File: src/rtl/cv32e40x_pkg.sv
// Shared types for the divider controller: ALU opcodes, controller states and iteration limit.
package cv32e40x_pkg;

  localparam int DIV_ITER_MAX = 32;

  typedef enum logic [5:0] {
    ALU_ADD  = 6'b011000,
    ALU_SUB  = 6'b011001,
    ALU_XOR  = 6'b101111,
    ALU_DIVU = 6'b110100,
    ALU_DIV  = 6'b110101,
    ALU_REMU = 6'b110110,
    ALU_REM  = 6'b110111
  } alu_opcode_e;

  typedef enum logic [1:0] {
    DIV_IDLE    = 2'd0,
    DIV_SPECIAL = 2'd1,
    DIV_ITER    = 2'd2,
    DIV_DONE    = 2'd3
  } div_ctrl_state_e;

endpackage

File: src/rtl/cv32e40x_ff_one.sv
// Find-first-one: index of the lowest set bit of in_i, plus an all-zero flag.
// Purely combinational, no handshake.
module cv32e40x_ff_one #(
  parameter int LEN = 32
) (
  input  logic [LEN-1:0]         in_i,
  output logic [$clog2(LEN)-1:0] first_one_o,
  output logic                   no_ones_o
);

  always_comb begin
    first_one_o = '0;
    for (int i = LEN - 1; i >= 0; i--) begin
      if (in_i[i]) first_one_o = ($clog2(LEN))'(i);
    end
  end

  assign no_ones_o = ~|in_i;

endmodule

File: src/rtl/cv32e40x_div_ctrl.sv
// Iterative divider sequencer: special results after 1 cycle, normal results after N+1 cycles.
// Holds the result until out_ready_i; accepts a new request only from IDLE without kill.
module cv32e40x_div_ctrl
  import cv32e40x_pkg::*;
#(
  parameter int DIV_ITER_MAX = cv32e40x_pkg::DIV_ITER_MAX
) (
  input  logic        clk,
  input  logic        rst_n,
  input  logic        in_valid_i,
  output logic        in_ready_o,
  input  alu_opcode_e operator_i,
  input  logic [31:0] op_a_i,
  input  logic [31:0] op_b_i,
  input  logic        kill_i,
  output logic        out_valid_o,
  input  logic        out_ready_i,
  output logic [31:0] result_o,
  output logic        dp_start_o,
  output logic        dp_step_o,
  output logic        dp_clear_o,
  input  logic [31:0] dp_result_i
);

  localparam logic [5:0] ITER_MAX = 6'(DIV_ITER_MAX);

  div_ctrl_state_e state_q, state_d;
  logic [5:0]      cnt_q, cnt_d;
  alu_opcode_e     op_q;
  logic [31:0]     op_a_q, op_b_q, result_q;
  logic            captured_q;

  logic        op_legal, op_signed, overflow, special, accept;
  logic [31:0] mag, mag_rev;
  logic [4:0]  first_one;
  logic        no_ones;
  logic [5:0]  n_bits, n_iter;
  logic        is_rem, div_by_zero;
  logic [31:0] special_res;

  assign op_legal  = operator_i inside {ALU_DIV, ALU_DIVU, ALU_REM, ALU_REMU};
  assign op_signed = (operator_i == ALU_DIV) || (operator_i == ALU_REM);
  assign mag       = (op_signed && op_a_i[31]) ? -op_a_i : op_a_i;

  // Lowest set bit of the reversed magnitude is the dividend's MSB position.
  always_comb begin
    mag_rev = '0;
    for (int i = 0; i < 32; i++) mag_rev[i] = mag[31-i];
  end

  cv32e40x_ff_one #(.LEN(32)) u_ff_one (
    .in_i        (mag_rev),
    .first_one_o (first_one),
    .no_ones_o   (no_ones)
  );

  assign n_bits   = 6'd32 - {1'b0, first_one};
  assign n_iter   = (n_bits > ITER_MAX) ? ITER_MAX : n_bits;
  assign overflow = op_signed && (op_a_i == 32'h8000_0000) && (op_b_i == 32'hFFFF_FFFF);
  assign special  = (op_b_i == '0) || no_ones || overflow;

  assign in_ready_o = (state_q == DIV_IDLE) && !kill_i;
  assign accept     = in_valid_i && in_ready_o && op_legal;
  assign dp_start_o = accept && !special;
  assign dp_step_o  = (state_q == DIV_ITER) && !kill_i;
  assign dp_clear_o = kill_i && ((state_q == DIV_ITER) || (state_q == DIV_DONE));
  assign out_valid_o = ((state_q == DIV_SPECIAL) || (state_q == DIV_DONE)) && !kill_i;

  // Every special case reduces to: quotient is all-ones on /0, else the dividend itself.
  assign is_rem      = (op_q == ALU_REM) || (op_q == ALU_REMU);
  assign div_by_zero = (op_b_q == '0);
  assign special_res = is_rem ? (div_by_zero ? op_a_q : 32'h0)
                              : (div_by_zero ? 32'hFFFF_FFFF : op_a_q);

  always_comb begin
    result_o = '0;
    if (out_valid_o) begin
      if (state_q == DIV_SPECIAL) result_o = special_res;
      else                        result_o = captured_q ? result_q : dp_result_i;
    end
  end

  always_comb begin
    state_d = state_q;
    cnt_d   = cnt_q;
    case (state_q)
      DIV_IDLE: begin
        if (accept) begin
          state_d = special ? DIV_SPECIAL : DIV_ITER;
          cnt_d   = special ? 6'd0 : n_iter;
        end
      end
      DIV_SPECIAL: if (out_ready_i) state_d = DIV_IDLE;
      DIV_ITER: begin
        cnt_d = cnt_q - 6'd1;
        if (cnt_q == 6'd1) state_d = DIV_DONE;
      end
      DIV_DONE: if (out_ready_i) state_d = DIV_IDLE;
      default: state_d = DIV_IDLE;
    endcase
    if (kill_i) begin
      state_d = DIV_IDLE;
      cnt_d   = 6'd0;
    end
  end

  always_ff @(posedge clk or negedge rst_n) begin
    if (!rst_n) begin
      state_q    <= DIV_IDLE;
      cnt_q      <= 6'd0;
      op_q       <= ALU_DIV;
      op_a_q     <= '0;
      op_b_q     <= '0;
      result_q   <= '0;
      captured_q <= 1'b0;
    end else begin
      state_q <= state_d;
      cnt_q   <= cnt_d;
      if (accept) begin
        op_q   <= operator_i;
        op_a_q <= op_a_i;
        op_b_q <= op_b_i;
      end
      // dp_result_i is only valid in the first DONE cycle, so latch it there.
      if (state_q == DIV_DONE && !captured_q && !kill_i) begin
        result_q   <= dp_result_i;
        captured_q <= 1'b1;
      end
      if (state_d == DIV_IDLE) begin
        result_q   <= '0;
        captured_q <= 1'b0;
      end
    end
  end

  a_legal_op : assert property (@(posedge clk) disable iff (!rst_n)
                                (in_valid_i && in_ready_o) |-> op_legal)
    else $error("illegal divider operator");

endmodule
File: config.mk
export PLATFORM = sky130hd
export DESIGN_NAME = cv32e40x_div_ctrl
export DESIGN_NICKNAME = d
export VERILOG_FILES = /design/src/rtl/cv32e40x_pkg.sv /design/src/rtl/cv32e40x_ff_one.sv /design/src/rtl/cv32e40x_div_ctrl.sv
export SDC_FILE = /design/constraint.sdc
export NUM_CORES = 1
export LEC_CHECK = 0
export ABC_CLOCK_PERIOD_IN_PS = 7090
export BUFFER_PORTS_ARGS = -buffer_cell sky130_fd_sc_hd__buf_2
export CORE_MARGIN = 2
export CORE_UTILIZATION = 50
export CTS_CLUSTER_SIZE = 40
export DETAILED_ROUTE_END_ITERATION = 10
export MAX_ROUTING_LAYER = met4
export PLACE_DENSITY = 0.71
export SLEW_MARGIN = 20
export SYNTH_ARGS = -nofsm -noshare
export SYNTH_HDL_FRONTEND = slang
export SYNTH_SLANG_ARGS = --single-unit
export TNS_END_PERCENT = 1
File: constraint.sdc
create_clock -name clk -period 7.09 [get_ports clk]
set_input_delay 1.0635 -clock clk [delete_from_list [all_inputs] [get_ports clk]]
set_output_delay 1.0635 -clock clk [all_outputs]
set_load 0.05 [all_outputs]
Word level (Yosys, flattened, before mapping)
Cells that the tools add are included.

operators by class
  add/sub/neg operators = 3
  order comparisons = 1
  eq/ne operators = 13
  multiplexer cells = 54
  reductions and logical operators = 32

operators with widths
  kind                                                                   number
  32-bit 2-to-1 mux                                                      9
  5-bit 2-to-1 mux                                                       32
  32-bit equality test, second input constant                            2
  32-bit zero test                                                       2
  6-bit equality test, second input constant                             6
  32-bit negator                                                         1
  32-bit OR reduction                                                    1
  6-bit 2-to-1 mux                                                       4
  1-bit logical AND                                                      12
  6-bit case mux with 2 select lines                                     1
  2-bit 2-to-1 mux                                                       5
  6-bit by 1-bit equality test with 1-bit output, second input constant  1
  6-bit > comparator, second input constant                              1
  1-bit logical OR                                                       6
  2-bit case mux with 3 select lines                                     1
  6-bit by 1-bit subtractor with 6-bit output, second input constant     1
  6-bit by 5-bit subtractor with 6-bit output, first input constant      1
  2-bit equality test, second input constant                             2
  1-bit zero test                                                        4
  2-bit zero test                                                        2
  4-bit nonzero test                                                     1
  3-bit != test, second input constant                                   1
  3-bit nonzero test                                                     1
  2-bit by 1-bit equality test with 1-bit output, second input constant  1
  4 further kinds                                                        5

storage, ports and cells
  bits in registers = 111
  input port bits = 107
  word-level logic and storage cells = 110

Logic depth before layout (Yosys ltp)
Gate-level depths: netlist (run 1).

  depth after elaboration = 43
  depth in mapped cells = 17

Hierarchy
A second synthesis (run 1) with hierarchy kept.

unflattened totals
  cell total of the unflattened synthesis = 818
  area, all modules = 6577.6 sq um

by module, submodules not included
  module             instances  cells each  area each (sq um)  seq. area each (sq um)
  cv32e40x_div_ctrl  1          753         6192.2             2756.4
  cv32e40x_ff_one    1          65          385.4              0.0

Least setup slack after synthesis (run 1)
Ideal clock, no wire load.

  path type = input to output
  from = in op_a_i[4]
  to = out dp_start_o
  data arrival time = 3.811 ns
  data required time = 6.026 ns
  path slack = 2.216 ns
  cell stages on the path = 10
  path buffers = 2
  cell sequence = buf_4 -> or4_4 -> buf_6 -> nor4_4 -> mux2_2 -> a32oi_1 -> and4b_4 -> nand2_1 -> o41a_1 -> nor2b_4

between the ends
  cells in the longest elaborated chain, start to end = 8

RTL lines
  item                 RTL line                 source
  from (decl)          cv32e40x_div_ctrl.sv:13  input logic [31:0] op_a_i,
  32-bit negator       cv32e40x_div_ctrl.sv:43  assign mag = (op_signed && op_a_i[31]) ? -op_a_i : op_a_i;
  32-bit 2-to-1 mux    cv32e40x_div_ctrl.sv:43
  32-bit OR reduction  cv32e40x_ff_one.sv:18    assign no_ones_o = ~|in_i;
  1-bit zero test      cv32e40x_ff_one.sv:18
  1-bit logical OR     cv32e40x_div_ctrl.sv:60  assign special = (op_b_i == '0) || no_ones || overflow;
  1-bit logical OR *   cv32e40x_div_ctrl.sv:60
  1-bit zero test *    cv32e40x_div_ctrl.sv:64  assign dp_start_o = accept && !special;
  1-bit logical AND *  cv32e40x_div_ctrl.sv:64
  to (decl)            cv32e40x_div_ctrl.sv:19  output logic dp_start_o,

Every way passes the cells marked *; elsewhere a longest branch is shown, timed or not.

Final worst setup path (run 1)
Ends and elaborated chain as after synthesis.

==> results.md, run 1 <==
- Status: finished, final reports clean
- Grt peak-use layer: met2
- Mapped Area: 0.00773 sq mm
- CP Capture Type: output port
- Leakage: 3.58 nW
- RePlAce Congestion: 0.973
- Worst Path Arrival: 4.45 ns
- CTS Buf Count: 9
- Setup Fix Bufs, Post-CTS: 0
- Largest family of logic cells by synthesized area: simple AND/OR/NAND/NOR gates
- Avg Cell Area, Syn: around 8.7 sq um
- WP data required: a little over 6 ns
- Post-synth ARST share: 1.00
- CP Max Fanout: 12
- CTS tree: yes
- DR vias: 7350
- Avg WL per Cell: 19.2 um
- Max Transition Viols Final: 0
- XOR/XNOR share of the synthesized area: 0.0125
- Row count: 45
- Nets: 1083
- Most frequent cells in the layout: buf_2, nand2_1, dfrtp_1, a21oi_1, mux2_2
- Synth Area in Compound Gates: 0.210
- Post-cts gate resize count: 0
- Die width: 128 um
- Final wirelength: 22400 um
- Max-cap violations: 0
- Initial DRC count: 602
- Final hold slack: a little under 0.5 ns
- Unrepaired setup endpoints after global routing: false
- Sequential Power Share: 0.500
- Post-DRT Antenna Nets: 0
- Finished Cell Area: 0.00873 sq mm
- Pre-Repair DR Iteration Count: 5
- Die area: 0.0165 sq mm
- Setup Crit Path Kind: input pin to output port
- Hold Buf Count CTS: 0
- Ports: 144
- Ys flop type: dfrtp_1
- PortBufs: 143
- Sequential share of the synthesized area: 0.357
- Core footprint: 0.0151 sq mm
- Largest net degree at the start of global routing: 82
- Vias in the first global route: about 6700
- Relative slew slack: 0.303
- Min-delay worst type: flip-flop to flip-flop
- Area growth, synth to finish: 13.0%
- Met3 Track Usage GR: 0.0457
- NetSw: 0.429 mW
- Sw Share: 0.284
- Post-synthesis adder-cell area fraction: 0.00647
- Post-synthesis mux area share: 0.135
- Setup tns final: 0 ns
- Placed Area: 0.00844 sq mm
- Peak VDD IR: around 0.12 mV
- Post-synthesis simple-gate area fraction: 0.228
- CTS H-tree lvls: 3
- YS warnings: 0
- Combinational Power Share: 0.172
- Detailed-route DRC error count: 0
- GRT Total Usage: 0.277
- Via density: 6.31
- Number of synthesized register bits: 110
- Period utilisation layout: 0.778
- Power Density: 173 mW/mm^2
- First-pass GRT wire length: 35200 um
- Max Root-Sink Buffers: 2
- DIE HEIGHT: ~130 um
- Cells after DPL: approximately 1100
- Finished Layout Cells: between 1000 and 1500
- Internal Pwr Total: 1.08 mW
- Met2 GRT Util: 0.441
- Gate Count Post-Synth: about 890
- Commonest non-fill, non-tap cell in the layout: buf_2
- Clock Skews: 0.00628 ns
- Max Fclk: 181 MHz
- Global routing usage on met1: 0.371
- Initial antenna violation count: 0
- Ant diodes: 0
- Kind of start point of the critical path: input pin
- Layout cell share with drive strength beyond 1: 0.272
- EDFF count, synth: 0
- Final Setup Violations: 0
- Grt ovf: 0
- Netlist cell types: 86
- Hpwl dp: 16100 um
- CTS clk-pin slew, worst paths: 0.07 ns
- Clock share of power: 0.328
- Syn Nets: between 900 and 1000
- Hold Vio Cnt, Final: 0
- Clock root buffer: clkbuf_16
- Crit path time final: 5.52 ns
- Slew @ Worst Pin: 1.05 ns
- Worst-Skew Late Latency: 0.35 ns
- Clock tree sinks: 110
- Initial core utilization: 0.510
- Filler cell count: 1399
## power by group through the flow
stage / registers (mW) / logic, mW / clock network [mW]
after floorplan: 0.750 / 0.172 / 0
after global placement: 0.763 / 0.255 / 0
after CTS: 0.754 / 0.260 / 0.507
after global routing: 0.763 / 0.288 / 0.532
after detailed placement: 0.766 / 0.259 / 0
final: 0.754 / 0.261 / 0.495
## logic make-up after synthesis
group / count (synthesis)
DFF: 110
xor gates and xnor gates: 11
muxes: 97
AOI/OAI and AO/OA: 247
buffers and inverters: 95
adders and majority gates: 4
and+or+nand+nor: 321
## critical path, cell delays in order
cell and delay [ns]:
buf_2 0.17, or4_4 0.63, nor2_1 0.71, nand3_1 0.25, o21ai_0 0.28, o21ai_0 0.21, nand3b_1 0.24, o41a_1 0.46
nor2b_4 0.16, buf_2 0.26
## layer usage
| metal | routed length, um | vias up |
|---|---|---|
| met5 | 0 | - |
| met4 | 380 | 0 |
| met3 | 1460 | 30 |
| met2 | 10700 | 282 |
| met1 | 9790 | 3561 |
| li1 | - | 3477 |
## layout make-up
cell class	count	area, sq um	share of cell area
Sequential cell	110	2760	0.316
Multi-Input combinational cell	680	4590	0.526
Timing Repair Buffer	152	786	0.0900
Clock buffer	10	239	0.0274
Tap cell	188	235	0.0269
Clock inverter	6	53.8	0.00616
Inverter	19	71.3	0.00817
## stage by stage
stage                     utilization  setup slack, ns  power [mW]
after floorplan                     -             2.22       0.922
after global placement          0.557             1.71        1.02
after detailed placement        0.557             1.68        1.02
after CTS                       0.577             1.68        1.52
after global routing            0.577             1.39        1.58
final                           0.577             1.57        1.51
## Yosys cell counts (5+ instances only)
cell      number  area (sq um)
a211oi_1      36           270
o21ai_0       44           220
or3_1         10          62.6
mux2_2        60           676
xor2_1         5          43.8
nor3_1        23           115
nor2_1        48           180
nand2_1      109           409
xnor2_1        6          52.6
buf_1          8          30.0
clkbuf_1      55           206
nand4_1       26           163
nor3b_1        5          37.5
buf_2          8          40.0
a21oi_1       84           420
a21o_1         5          37.5
a31oi_1       11          68.8
inv_1         19          71.3
nor4b_1        5          43.8
nand3_1        8          40.0
mux2i_1       37           370
dfrtp_1      107          2680
o221ai_1       6          52.6
o31a_1         5          43.8
and2_1         5          31.3
or2_2          8          50.1
nor4_1        23           144
nand2b_1      11          68.8
## path summary, 6_finish.rpt
check,startpoint,endpoint,slack (ns),cells past startpoint
min reg2reg,op_a_q[24],op_a_q[24],0.49,2
min,op_a_q[24],op_a_q[24],0.49,2
max,op_a_i[4],dp_start_o,1.57,10
max in group asynchronous,rst_n,captured_q,5.14,2
min in group asynchronous,rst_n,result_q[2],0.82,1
max reg2reg,state_q[1],cnt_q[2],4.66,8
## state kept, by name, indices dropped and copies added, names as in the netlist
register	count
state_q	2
op_a_q	32
result_q	32
op_b_q	32
op_q	5
captured_q	1
cnt_q	6
Power figures use the tool's default switching activity.
==> run 2, diff against run 1 <==
--- a/config.mk
+++ b/config.mk
@@ -5,14 +5,14 @@
 export SDC_FILE = /design/constraint.sdc
 export NUM_CORES = 1
 export LEC_CHECK = 0
-export ABC_CLOCK_PERIOD_IN_PS = 7090
+export ABC_CLOCK_PERIOD_IN_PS = 5000
 export BUFFER_PORTS_ARGS = -buffer_cell sky130_fd_sc_hd__buf_2
 export CORE_MARGIN = 2
 export CORE_UTILIZATION = 50
 export CTS_CLUSTER_SIZE = 40
 export DETAILED_ROUTE_END_ITERATION = 10
 export MAX_ROUTING_LAYER = met4
-export PLACE_DENSITY = 0.71
+export PLACE_DENSITY = 0.74
 export SLEW_MARGIN = 20
 export SYNTH_ARGS = -nofsm -noshare
 export SYNTH_HDL_FRONTEND = slang
==> constraint.sdc (replaced) <==
create_clock -name clk -period 5 [get_ports clk]
set_input_delay 0.75 -clock clk [delete_from_list [all_inputs] [get_ports clk]]
set_output_delay 0.75 -clock clk [all_outputs]
set_load 0.05 [all_outputs]
==> run 2 against run 1 <==
  * Final cell count rose by 1.4%
  * Critical path type unchanged
  * Clock power rose by 61%
  * Wire length rose by 1.4%
  * Combinational power rose by 43%
  * Highest routed layer unchanged
  * Global-route usage rose by 1.1 points
  * Via count rose by 1.8%
  * Final area rose by 1.8%
  * Sequential power rose by 42%
  * Power rose by 48%
  * Sequential share of layout area fell by 0.55 points
  * Die area did not move
  * Hold slack got worse by 0.035 ns
==> results.md, run 2 (synthesis gave the netlist of run 1 again) <==
- Commonest non-fill, non-tap cell in the layout: buf_2
- CP Capture Type: output port
- Largest net degree at the start of global routing: 66 (-20%)
- Initial core utilization: 0.510 (unchanged)
- Final Setup Violations: 0 (unchanged)
- Top flop regs: op_a_q x32, op_b_q x32, result_q x32
- PortBufs: 143 (unchanged)
- WP data required: 4.25 ns (-1.78 ns)
- Hold Buf Count CTS: 0 (unchanged)
- Row count: 45 (unchanged)
- Final hold slack: 0.454 ns (-0.0353 ns)
- Hpwl dp: 16500 um (+2.7%)
- Initial DRC count: 605 (+0.50%)
- Pre-Repair DR Iteration Count: 7 (+2)
- Die width: 128 um (unchanged)
- Layout cell share with drive strength beyond 1: 0.283 (+0.0110)
- Relative slew slack: 0.288 (-0.0154)
- Setup Fix Bufs, Post-CTS: 0 (unchanged)
- Max layer used: met4
- DR vias: 7481 (+1.8%)
- First-pass GRT wire length: 36400 um (+3.2%)
- Hold Vio Cnt, Final: 0 (unchanged)
- Max Fclk: 214 MHz
- GRT Total Usage: 0.288 (+0.0105)
- Crit path time final: 4.68 ns
- Final wirelength: 22700 um (+1.4%)
- Worst Path Arrival: 3.93 ns (-0.52 ns)
- Status: finished, final reports clean
- Grt ovf: 0 (unchanged)
- Setup tns final: 0 ns (unchanged)
- Power Density: 252 mW/mm^2 (+46%)
- Detailed-route DRC error count: 0 (unchanged)
- Max Transition Viols Final: 0 (unchanged)
- CTS clk-pin slew, worst paths: 0.07 ns (about the same)
- DIE HEIGHT: 128 um (unchanged)
- Ports: 144 (unchanged)
- Worst-Skew Late Latency: 0.36 ns (about the same)
- Via density: 6.33 (+0.40%)
- Clock root buffer: clkbuf_16
- Setup Crit Path Kind: input pin to output port
- Met3 Wirelength: 1680 um (+15%)
- Clock Skews: 0.00421 ns (-0.00207 ns)
- Met2 Routed Length: 10600 um (-1.4%)
- Kind of start point of the critical path: input pin
- Max Root-Sink Buffers: 2 (unchanged)
- Leakage: 3.68 nW (+2.9%)
- Die area: 0.0165 sq mm (unchanged)
- Post-DRT Antenna Nets: 0 (unchanged)
- Peak VDD IR: 0.323 mV (+180%)
- Initial antenna violation count: 1 (+1)
- Area growth, synth to finish: 15.0%
- Avg WL per Cell: 19.2 um (about the same)
- Min-delay worst type: input pin to asynchronous set/reset pin
- Vias in the first global route: 7097 (+6.5%)
- Core footprint: 0.0151 sq mm (unchanged)
- Most frequent cells in the layout: buf_2, nand2_1, dfrtp_1, a21oi_1, mux2_2
- CP Max Fanout: 11 (-1)
- Slew @ Worst Pin: 1.07 ns (+0.0230 ns)
- CTS H-tree lvls: 3 (unchanged)
- Met1 wire length: 9640 um (-1.5%)
- CTS tree: yes
- Nets: 1098 (+1.4%)
- CTS Buf Count: 9 (unchanged)
- Period utilisation layout: 0.937
- Post-cts gate resize count: 0 (unchanged)
- Unrepaired setup endpoints after global routing: false
- RePlAce Congestion: 0.938 (-3.6%)
- Max-cap violations: 0 (unchanged)
- Clock tree sinks: 110 (unchanged)
==> run 2: cell types whose count changed in the layout (fill, tap and decap cells not counted) <==
| cell | change |
|---|---|
| buf_4 | +15 |
| clkinvlp_4 | -3 |
| bufinv_16 | +2 |
| clkinv_2 | +1 |
| clkinv_4 | +1 |
| diode_2 | +1 |
| inv_8 | -1 |
==> run 2: path summary, 6_finish.rpt <==
path                       startpoint     endpoint  slack, ns  cells past startpoint
setup reg to reg           state_q[1]   op_a_q[12]       2.82                      4
min in group clk           op_a_q[24]   op_a_q[24]       0.49                      2
setup / recovery            op_a_i[7]   dp_start_o       0.32                     10
max in group asynchronous       rst_n   captured_q       3.38                      2
hold reg to reg            op_a_q[24]   op_a_q[24]       0.49                      2
hold / removal                  rst_n  result_q[8]       0.45                      1
==> run 2: where the power goes <==
part	switching [mW]	total [mW]	internal, mW
clock network	0.338	0.795	0.457
logic	0.205	0.374	0.170
registers	0.0636	1.07	1.01
total	0.606	2.24	1.63
==> run 2: cell type report <==
type,instances,area (sq um)
clock buffers,10,239
well taps,188,235
multi-input cells,680,4590
repair buffers,167,898
diodes,1,2.50
flip-flops and latches,110,2760
inverters,19,71.3
fillers,1380,6260
clock inverters,6,93.8
==> run 2: per-stage QoR <==
stage                     area [sq um]  instances  total power [mW]  worst slack [ns]  utilization
after floorplan                   7730        885              1.31             0.647            -
after global placement            8550       1164              1.44             0.343        0.565
after global routing              8890       1181              2.34            0.0923        0.587
final                             8890       1181              2.24             0.317        0.587
after CTS                         8880       1180              2.25             0.372        0.587
after detailed placement          8550       1164              1.46             0.184        0.565
==> run 2: per-layer routing <==
layer	vias to the layer above	GRT usage
li1	3511	-
met1	3544	0.365
met2	362	0.457
met3	64	0.0528
met4	0	0.118
met5	-	-
==> run 2: worst max-delay path: stages <==
cell and delay, ns:
buf_2 0.18, or4_1 0.74, nor4_4 0.43, nor4b_4 0.32
a21oi_1 0.12, o31ai_2 0.34, nand3b_1 0.20, o41a_1 0.47
nor2b_4 0.16, buf_2 0.22
==> run 3, diff against run 2 <==
--- a/config.mk
+++ b/config.mk
@@ -6,13 +6,14 @@
 export NUM_CORES = 1
 export LEC_CHECK = 0
 export ABC_CLOCK_PERIOD_IN_PS = 5000
-export BUFFER_PORTS_ARGS = -buffer_cell sky130_fd_sc_hd__buf_2
 export CORE_MARGIN = 2
 export CORE_UTILIZATION = 50
 export CTS_CLUSTER_SIZE = 40
 export DETAILED_ROUTE_END_ITERATION = 10
+export DONT_BUFFER_PORTS = 1
 export MAX_ROUTING_LAYER = met4
-export PLACE_DENSITY = 0.74
+export PLACE_DENSITY = 0.66
+export RECOVER_POWER = 50
 export SLEW_MARGIN = 20
 export SYNTH_ARGS = -nofsm -noshare
 export SYNTH_HDL_FRONTEND = slang
==> run 3 against run 2 <==
  * The run now ends with capacitance limit, slew limit left
  * Sequential power about the same
  * Power fell by 7.5%
  * Flip-flop and latch count did not move
  * Critical path depth is 2 lower
  * Critical endpoint unchanged
==> results.md, run 3 (synthesis gave the netlist of run 1 again) <==
- Hpwl dp: 16900 um (+2.5%)
- Final Setup Violations: 0 (unchanged)
- Peak VDD IR: 0.202 mV (-38%)
- CP Max Fanout: 11 (unchanged)
- Top flop regs: op_a_q x32, op_b_q x32, result_q x32
- Initial core utilization: 0.510 (unchanged)
- Vias in the first global route: 6987 (-1.5%)
- Unrepaired setup endpoints after global routing: false
- Sw Share: 0.276 (+0.00486)
- Slew @ Worst Pin: 1.62 ns (+0.554 ns)
- PortBufs: 0 (-100%)
- Pre-Repair DR Iteration Count: 7 (unchanged)
- Detailed-route DRC error count: 0 (unchanged)
- Final setup margin: 0.563 ns (+0.246 ns)
- Clock share of power: 0.351 (-0.004)
- Die area: 0.0165 sq mm (unchanged)
- Commonest non-fill, non-tap cell in the layout: nand2_1
- Placed Area: 0.00799 sq mm (-6.6%)
- Worst Path Arrival: 3.69 ns (-0.24 ns)
- Post-DRT Antenna Nets: 0 (unchanged)
- Crit path time final: 4.44 ns (-0.246 ns)
- CP cell instances: or4_1, nor2_2, a41oi_1, o22ai_1, o21ai_0, nand3b_1, o41a_1, nor2b_4
- Leakage: 3.05 nW (-17%)
- Worst-Skew Late Latency: 0.37 ns (about the same)
- Layout cell share with drive strength beyond 1: 0.198 (-0.0856)
- Sequential Power Share: 0.519 (+0.041)
- Max Transition Viols Final: 77 (+77)
- Combinational Power Share: 0.130 (-0.037)
- Setup Fix Bufs, Post-CTS: 0 (unchanged)
- Max Fclk: 225 MHz (+5.6%)
- Clock tree sinks: 110 (unchanged)
- CTS Buf Count: 9 (unchanged)
- Initial antenna violation count: 0 (-1)
- Status: complete, but fails checks
- Finished Cell Area: 0.00827 sq mm (-6.9%)
- Clock root buffer: clkbuf_16
- Via density: 6.76 (+6.7%)
- Hold Vio Cnt, Final: 0 (unchanged)
- Initial DRC count: 606 (+0.17%)
- DIE HEIGHT: 128 um (unchanged)
- Avg WL per Cell: 22.4 um (+17%)
- CTS tree: yes
- Reg2Reg Depth: 4 (unchanged)
- Ports: 144 (unchanged)
- Kind of start point of the critical path: input pin
- WP data required: 4.25 ns (about the same)
- Setup tns final: 0 ns (unchanged)
- NetSw: 0.571 mW (-5.8%)
- First-pass GRT wire length: 37000 um (+1.9%)
- DR vias: 6983 (-6.7%)
- Hold Buf Count CTS: 0 (unchanged)
- Grt ovf: 0 (unchanged)
- Die width: 128 um (unchanged)
- Relative slew slack: -0.0901 (-0.378)
- Min-delay worst type: input pin to asynchronous set/reset pin
- Final wirelength: 23200 um (+2.1%)
- Place WS: 0.339 ns (+0.155 ns)
- Internal Pwr Total: 1.50 mW (-8.1%)
- Filler cell count: 1366 (-1.0%)
- Row count: 45 (unchanged)
- Post-cts gate resize count: 0 (unchanged)
- Period utilisation layout: 0.887 (-0.0493)
- Most frequent cells in the layout: nand2_1, dfrtp_1, a21oi_1, mux2_2, nor2_1
- Setup Crit Path Kind: input pin to output port
- GRT Total Usage: 0.293 (+0.00547)
- CTS H-tree lvls: 3 (unchanged)
- Area growth, synth to finish: 7.04%
- Final core utilization: 0.546 (-0.0405)
- Largest net degree at the start of global routing: 111 (+68%)
- Core footprint: 0.0151 sq mm (unchanged)
- Nets: 951 (-13%)
- Max-cap violations: 2 (+2)
- CP Capture Type: output port
- Failing checks: capacitance limit, slew limit
- Worst path slowest cell: or4_1
- Final hold slack: 0.0707 ns (-0.383 ns)
- Ant diodes: 0 (-1)
- Power Density: 250 mW/mm^2 (-0.64%)
- Max Root-Sink Buffers: 2 (unchanged)
- CTS clk-pin slew, worst paths: 0.08 ns (about the same)
- RePlAce Congestion: 0.974 (+3.8%)
- Crit path largest cell delay: 0.72 ns (-0.02 ns)
- Clock Skews: 0.0113 ns (+0.00712 ns)
==> run 3: area by class of cell <==
class | instances | area, sq um | share of cell area
multi-input combinational | 680 | 4750 | 0.574
sequential | 110 | 2760 | 0.333
tap | 188 | 235 | 0.0284
clock buffer | 9 | 225 | 0.0272
timing repair buffer | 20 | 160 | 0.0194
clock inverter | 7 | 77.6 | 0.00938
inverter | 19 | 71.3 | 0.00862
==> run 3: worst paths after layout <==
check,start,to,slack (ns)
min,rst_n,result_q[12],0.07
max,op_a_i[7],dp_start_o,0.56
max in group asynchronous,rst_n,op_q[4],4.72
max reg2reg,state_q[1],op_a_q[9],0.80
min reg2reg,op_a_q[5],op_a_q[5],0.49
min in group clk,kill_i,state_q[1],0.43
==> run 3: stage by stage <==
stage | total power [mW] | cells
after floorplan | 1.31 | 885
after global placement | 1.34 | 1017
after detailed placement | 1.36 | 1017
after CTS | 2.09 | 1033
after global routing | 2.16 | 1033
final | 2.07 | 1033
==> run 3: per-layer routing <==
layer	share of wire	routed length, um	global-route usage	up-vias
li1	-	-	-	3210
met1	0.40	9300	0.341	3419
met2	0.49	11300	0.493	312
met3	0.081	1870	0.0723	42
met4	0.027	627	0.107	0
met5	0	0	-	-
==> run 3: worst max-delay path: cells and delay by family <==
| family | cells | cell delay [ns] |
|---|---|---|
| AND/OR/NAND/NOR | 4 | 1.70 |
| AO/OA/AOI/OAI | 4 | 1.24 |
==> run 3: power groups by stage <==
stage / clock network (mW) / registers, mW / logic, mW
finish: 0.727 / 1.07 / 0.270
detailed placement: 0 / 1.09 / 0.269
CTS: 0.742 / 1.07 / 0.271
global route: 0.774 / 1.09 / 0.300
global placement: 0 / 1.08 / 0.261
floorplan: 0 / 1.06 / 0.244
